**src/rtl/multicycle_control_fsm.sv**
```systemverilog
// Multi-cycle RV32 sequencing controller: steps each instruction through fetch/decode/execute/memory/writeback
// and drives the shared datapath's mux selects and enables, with memory-timeout and illegal-opcode detection.
module multicycle_control_fsm #(
    parameter int MEM_TIMEOUT = 16,
    parameter int TO_W        = 5
) (
    input  logic       clk,
    input  logic       reset,
    input  logic       run,
    input  logic [6:0] opcode,
    input  logic       mem_ready,
    output logic       mem_read,
    output logic       mem_write,
    output logic       i_or_d,
    output logic       ir_write,
    output logic       pc_write,
    output logic       pc_write_cond,
    output logic       pc_source,
    output logic       alu_src_a,
    output logic [1:0] alu_src_b,
    output logic [1:0] alu_op,
    output logic       reg_write,
    output logic       mem_to_reg,
    output logic       instr_done,
    output logic       illegal_instr,
    output logic       bus_error,
    output logic [3:0] state_dbg
);

    typedef enum logic [3:0] {
        IDLE     = 4'd0,
        FETCH    = 4'd1,
        DECODE   = 4'd2,
        MEM_ADDR = 4'd3,
        MEM_RD   = 4'd4,
        WB_MEM   = 4'd5,
        MEM_WR   = 4'd6,
        EXEC_R   = 4'd7,
        WB_R     = 4'd8,
        BRANCH   = 4'd9,
        HALT     = 4'd15
    } state_t;

    localparam logic [6:0] OP_RTYPE  = 7'b0110011;
    localparam logic [6:0] OP_LOAD   = 7'b0000011;
    localparam logic [6:0] OP_STORE  = 7'b0100011;
    localparam logic [6:0] OP_BRANCH = 7'b1100011;
    localparam logic [TO_W-1:0] WAIT_LAST = TO_W'(MEM_TIMEOUT - 1);

    state_t          state_reg, state_next;
    logic [TO_W-1:0] wait_cnt_reg, wait_cnt_next;
    logic            mem_access;
    logic            set_illegal;
    logic            set_bus_error;
    logic            next_instr_state_sel;

    always_ff @(posedge clk or posedge reset) begin
        if (reset) begin
            state_reg     <= IDLE;
            wait_cnt_reg  <= '0;
            illegal_instr <= 1'b0;
            bus_error     <= 1'b0;
        end else begin
            state_reg    <= state_next;
            wait_cnt_reg <= wait_cnt_next;
            if (set_illegal)   illegal_instr <= 1'b1;
            if (set_bus_error) bus_error     <= 1'b1;
        end
    end

    always_comb begin
        state_next           = state_reg;
        wait_cnt_next        = '0;
        mem_access           = 1'b0;
        set_illegal          = 1'b0;
        set_bus_error        = 1'b0;
        next_instr_state_sel = 1'b0;
        mem_read             = 1'b0;
        mem_write            = 1'b0;
        i_or_d               = 1'b0;
        ir_write             = 1'b0;
        pc_write             = 1'b0;
        pc_write_cond        = 1'b0;
        pc_source            = 1'b0;
        alu_src_a            = 1'b0;
        alu_src_b            = 2'b00;
        alu_op               = 2'b00;
        reg_write            = 1'b0;
        mem_to_reg           = 1'b0;
        instr_done           = 1'b0;

        case (state_reg)
            IDLE: begin
                if (run) state_next = FETCH;
            end
            FETCH: begin
                mem_access = 1'b1;
                mem_read   = 1'b1;
                alu_src_b  = 2'b01;
                ir_write   = mem_ready;
                pc_write   = mem_ready;
                if (mem_ready) state_next = DECODE;
            end
            DECODE: begin
                // Branch target is precomputed here so BRANCH only needs the compare.
                alu_src_b = 2'b11;
                case (opcode)
                    OP_RTYPE:          state_next = EXEC_R;
                    OP_LOAD, OP_STORE: state_next = MEM_ADDR;
                    OP_BRANCH:         state_next = BRANCH;
                    default: begin
                        state_next  = HALT;
                        set_illegal = 1'b1;
                    end
                endcase
            end
            EXEC_R: begin
                alu_src_a  = 1'b1;
                alu_op     = 2'b10;
                state_next = WB_R;
            end
            WB_R: begin
                reg_write            = 1'b1;
                instr_done           = 1'b1;
                next_instr_state_sel = 1'b1;
            end
            MEM_ADDR: begin
                alu_src_a  = 1'b1;
                alu_src_b  = 2'b10;
                state_next = (opcode == OP_LOAD) ? MEM_RD : MEM_WR;
            end
            MEM_RD: begin
                mem_access = 1'b1;
                mem_read   = 1'b1;
                i_or_d     = 1'b1;
                if (mem_ready) state_next = WB_MEM;
            end
            WB_MEM: begin
                reg_write            = 1'b1;
                mem_to_reg           = 1'b1;
                instr_done           = 1'b1;
                next_instr_state_sel = 1'b1;
            end
            MEM_WR: begin
                mem_access           = 1'b1;
                mem_write            = 1'b1;
                i_or_d               = 1'b1;
                instr_done           = mem_ready;
                next_instr_state_sel = mem_ready;
            end
            BRANCH: begin
                alu_src_a            = 1'b1;
                alu_op               = 2'b01;
                pc_write_cond        = 1'b1;
                pc_source            = 1'b1;
                instr_done           = 1'b1;
                next_instr_state_sel = 1'b1;
            end
            HALT: begin
                state_next = HALT;
            end
            default: begin
                state_next = IDLE;
            end
        endcase

        if (next_instr_state_sel) state_next = run ? FETCH : IDLE;

        // The counter is zero on any cycle that is not a continuing wait, which covers entry into an access.
        if (mem_access && !mem_ready) begin
            if (wait_cnt_reg == WAIT_LAST) begin
                state_next    = HALT;
                set_bus_error = 1'b1;
            end else begin
                wait_cnt_next = wait_cnt_reg + 1'b1;
            end
        end
    end

    assign state_dbg = state_reg;

endmodule

```
**config.mk**
```make
export PLATFORM = sky130hd
export DESIGN_NAME = multicycle_control_fsm
export DESIGN_NICKNAME = d
export VERILOG_FILES = /design/src/rtl/multicycle_control_fsm.sv
export SDC_FILE = /design/constraint.sdc
export NUM_CORES = 1
export LEC_CHECK = 0
export CAP_MARGIN = 25
export CORE_ASPECT_RATIO = 2
export CORE_MARGIN = 2
export CORE_UTILIZATION = 30
export CTS_CLUSTER_SIZE = 8
export DETAILED_ROUTE_END_ITERATION = 8
export SLEW_MARGIN = 20
export SYNTH_ARGS = -nofsm -noshare
export SYNTH_HDL_FRONTEND = slang
export SYNTH_SLANG_ARGS = --single-unit
```
**constraint.sdc**
```tcl
create_clock -name clk -period 1.8 [get_ports clk]
set_input_delay 0.45 -clock clk [delete_from_list [all_inputs] [get_ports clk]]
set_output_delay 0.45 -clock clk [all_outputs]
set_load 0.005 [all_outputs]
```
After elaboration in Yosys (flattened, before gate mapping)
Cells that the tools add are included.
W data, S select, Z words.
{"block": "word_totals", "ff_bits": 11, "inputBits": 11, "output_inout_bits": 21, "wordCells": 60}
{"block": "op_classes", "addsub": 1, "n_eq_ne": 15, "n_mux": 28, "n_reduce_logical": 12}
{"operator": "$pmux W4 S8", "count": 1}
{"operator": "$mux W4", "count": 6}
{"operator": "$eq A4 B3 Y1 const B", "count": 4}
{"operator": "$eq A7 B6 Y1 const B", "count": 2}
{"operator": "$mux W1", "count": 14}
{"operator": "$eq A4 B4 Y1 const B", "count": 3}
{"operator": "$pmux W4 S3", "count": 1}
{"operator": "$mux W5", "count": 2}
{"operator": "$reduce_or A3 Y1", "count": 3}
{"operator": "$eq A4 B2 Y1 const B", "count": 2}
{"operator": "$reduce_or A2 Y1", "count": 4}
{"operator": "$reduce_or A4 Y1", "count": 2}
{"operator": "$eq A7 B2 Y1 const B", "count": 1}
{"operator": "$eq A7 B7 Y1 const B", "count": 1}
{"operator": "$pmux W2 S3", "count": 1}
{"operator": "$add A5 B1 Y5 const B", "count": 1}
{"operator": "$eq A5 B4 Y1 const B", "count": 1}
{"operator": "$eq A4 B1 Y1 const B", "count": 1}
{"operator": "$logic_not A4 Y1", "count": 1}
{"operator": "$pmux W2 S2", "count": 1}
{"operator": "$mux W2", "count": 1}
{"operator": "$pmux W1 S2", "count": 1}
{"operator": "$logic_and A1 B1 Y1", "count": 1}
{"operator": "$logic_not A1 Y1", "count": 1}

Depth between registers and ports, before layout
Gate-level depths: netlist of the first run.
{"block": "logic_depth", "depth_word": 7, "depth_mapped": 6, "depth_no_buf": 5}

Least setup slack after synthesis of the first run
OpenSTA, ideal clock, no wires.
{"block": "synth_path", "path_type": "register to output", "from": "register state_reg[3], in the netlist state_dbg[3]", "to": "output port pc_write", "arrival_ns": 1.216, "path_slack_ns": 0.134, "path_stages_with_launch": 5, "cell_sequence": "dfrtp_1 clkbuf_1 nor2_1 and3_1 buf_4"}
{"block": "synth_between", "elab_chain_len": 2}
{"item": "start: declaration", "line_no": "50", "text": "state_t state_reg, state_next;"}
{"item": "start signal: assignment", "line_no": "64", "text": "state_reg <= state_next;"}
{"item": "$eq A4 B1 Y1"}
{"item": "$mux W1"}
{"item": "end: declaration", "line_no": "16", "text": "output logic pc_write,"}
No other way between the ends.

Final worst setup path of the first run
{"block": "layout_path", "from": "register state_reg[2], in the netlist state_dbg[2]", "to": "register state_reg[1], in the netlist state_dbg[1]"}
{"block": "layout_between", "elab_chain_len": 6}
{"item": "$eq A4 B4 Y1 / $eq A4 B3 Y1 (equally long branches)", "line_no": "92", "text": "case (state_reg)"}
{"item": "$reduce_or A4 Y1 (no line) / $reduce_or A3 Y1 (equally long branches)"}
{"item": "$pmux W4 S8 / $pmux W1 S2 (equally long branches)", "line_no": "92"}
{"item": "$mux W4", "line_no": "167", "text": "if (next_instr_state_sel) state_next = run ? FETCH : IDLE;"}
{"item": "$mux W4", "line_no": "171", "text": "if (wait_cnt_reg == WAIT_LAST) begin"}
{"item": "$mux W4 *", "line_no": "170", "text": "if (mem_access && !mem_ready) begin"}
{"item": "named net state_next[1]", "line_no": "50"}
The timed path passes the listed nets; every way through them passes the cells marked *.
A chain may end at the register's enable or synchronous reset.

==> results of run 1 <==
power by group:
part           switching (mW)  total [mW]  leakage (nW)  internal (mW)
logic                   0.784        1.82         0.640           1.04
clock network          0.0933       0.249        0.0228          0.156
registers              0.0739       0.387         0.138          0.313
total                   0.951        2.46         0.801           1.51
cell families after synthesis:
kind of cell,share of synthesized area (%)
AO/OA/AOI/OAI,24.05
XOR/XNOR,3.961
flip-flops,31.12
adder cells (fa/ha/maj),2.546
AND/OR/NAND/NOR,30.13
buffers and inverters,8.203
layer usage:
| layer | up-vias | share of wire, % |
|---|---|---|
| met5 | - | 0 |
| met4 | 0 | 1.9 |
| met3 | 8 | 2.2 |
| met2 | 19 | 61 |
| met1 | 522 | 34 |
| li1 | 521 | - |
cells in the mapped netlist (3+ instances only):
cell,number,area [µm²]
buf_2,4,20.02
a21oi_1,5,25.02
nand2_1,7,26.28
nor3_1,6,30.03
nor2b_1,4,25.02
nand2b_1,4,25.02
nor2_1,12,45.04
dfrtp_1,11,275.3
a31oi_1,3,18.77
inv_1,4,15.01
and3_1,3,18.77
xnor2_1,3,26.28
buf_4,3,22.52
cells in the final DEF, fill, tap and decap left out, drive strengths merged, types with 2 or more instances in the layout:
cell type	n
buf	56
clkdlybuf4s50	12
nor2	12
dfrtp	11
nand2	7
clkbuf	7
nor3	6
dlygate4sd2	5
a21oi	5
inv	4
nand2b	4
nor2b	4
a31oi	3
xnor2	3
and3	3
or2	2
o21ai	2
a211o	2
nand4b	2
o31ai	2
a221o	2
a21o	2
metrics by stage:
stage	total power, mW	cells	TNS, ps	setup WS, ps	utilization (%)
final	2.458	206	-245.2	-51.07	60.98
after CTS	2.321	201	-485.3	-126.5	59.49
after global routing	2.615	206	-870.4	-118.2	60.98
after global placement	1.745	183	-2357	-320.2	50.41
after floorplan	1.033	104	0	134.1	-
after detailed placement	1.762	183	-2379	-316.8	50.41
layout make-up:
class / instances / area, µm² / share of cell area, %
Clock buffer: 4 / 45.04 / 2.667
Inverter: 4 / 17.52 / 1.037
Sequential cell: 11 / 279.0 / 16.52
Tap cell: 29 / 36.28 / 2.148
Timing Repair Buffer: 78 / 666.9 / 39.48
Multi-Input combinational cell: 80 / 644.4 / 38.15
critical path, cell delays in order, from the launching register on:
cell	delay (ps)
dfrtp_2	430
buf_6	130
buf_6	110
or3b_4	410
a2111oi_4	280
buf_4	190
a41oi_2	40
a31oi_1	170
timing repair:
action | CTS | global route
gates resized for setup | 84 | 12
hold endpoints to repair | 0 | 0
cloned | 0 | 0
hold buffers | 0 | 0
setup endpoints to repair | 21 | 18
buffers inserted | 14 | 6
pin swaps | 13 | 3
final timing paths:
path / cells after the start / from / to
max: 7 / state_dbg[2] / state_dbg[1]
min: 1 / illegal_instr / illegal_instr
max reg2reg: 7 / state_dbg[2] / state_dbg[1]
min reg2reg: 1 / illegal_instr / illegal_instr
max in group asynchronous: 2 / reset / state_dbg[0]
min in group asynchronous: 2 / reset / illegal_instr
==> flow_summary.yaml, run 1 <==
sta:
  fmax_mhz: 540.2
  setup_viol: 9
  worst_slack_ps: -51.07
  slew_viol_final: 0
  finClkSkew_ps: 1.479
  period_share_pct: 102.8
  grt_setup_unrepaired: "yes"
  worstMarginPinSlew_ps: 422.3
  relSlewSlack_pct: 71.82
  hold_viol_final: 0
  fin_crit_ps: 1851
  hold_ws_ps: 469.8
worst_setup_path:
  r2r_slack_ps: -50
  arrival_ps: 2000
  critPathKind: "reg -> reg"
  start_kind: "flip-flop"
  cp.required_ps: 1950
  crit_path_end_kind: "flip-flop"
  worst-path-max-fanout: 4
grt:
  grtUsageMet1_pct: 19.37
  grt_pass1_vias: 1083
  grt_remaining_overflow: 0
  grt-busiest-layer: "met2"
  grt_max_degree: 12
  grtUsageMet3_pct: 2.444
  grt_antenna_before_repair: 0
  grtUsageMet2_pct: 37.23
  gr-usage-all-layers_pct: 18.84
  grt_pass1_wl_um: 4954
final_layout:
  syn2layout_area_growth_pct: 90.95
  largest_reg_flops: 5
  drive_above_1_share_pct: 49.72
  n_antenna_cell: 0
  fillers: 242
  final_area_um2: 1689
  fin_nets: 190
drt:
  postRouteAntennaNets: 0
  drtPass1Iterations: 3
  routed-via-count: 1070
  drc: 0
  wl_um: 3068
  drt_iter0_drc: 14
  wl_per_cell_um: 14.89
  vias_per_cell: 5.194
yosys:
  yosysSeqAreaShare_pct: 31.12
  synth_seq_cells: 11
  ys_warn_count: 0
  synth_edf_count: 0
  ys.flop_type: "dfrtp_1"
  syn_area_per_cell_um2: 8.506
  syn_area_um2: 884.6
  ys_types: 41
  syn-instance-count: 104
  syn-num-nets: 116
  async_flop_share_pct: 100.0
hold_path:
  worstHoldPathType: "reg -> reg"
clock_tree:
  clk_pin_slew_worst_paths_ps: 50
  insertion_delay_ps: 240
  cts_inserted_buffers: 3
  cts_sinks: 11
  root_buffer: "clkbuf_8"
  htree_levels: 1
  cts_tree: "yes"
  cts_buffer_depth: 2
die:
  die-height_um: 80.80
  die_x_um: 42.40
  fp-row-count: 27
  dieArea_um2: 3425
  initial_core_util_pct: 31.93
  core_area_um2: 2770
  ios: 32
placement:
  port_buffers: 31
  gp_congestion: 0.8378
  place.detailed.hpwl_um: 2179
  placed_area_um2: 1396
power_and_ir_drop:
  p_leak_nw: 0.8006
  max-vdd-ir-drop_uv: 872.9
  p_per_area_nw_per_um2: 1455
flow_run:
  maxCapViolCount: 0
outcome:
  status: "complete, but fails checks"
  violations: "setup timing"
Note: power is estimated with default switching activity, not from simulation.
==> inputs of run 2 (changes only) <==
Settings changed: GPL_ROUTABILITY_DRIVEN set to 0.
==> results of run 2 <==
No change in the layout: final DEF, timing and power equal those of run 1.
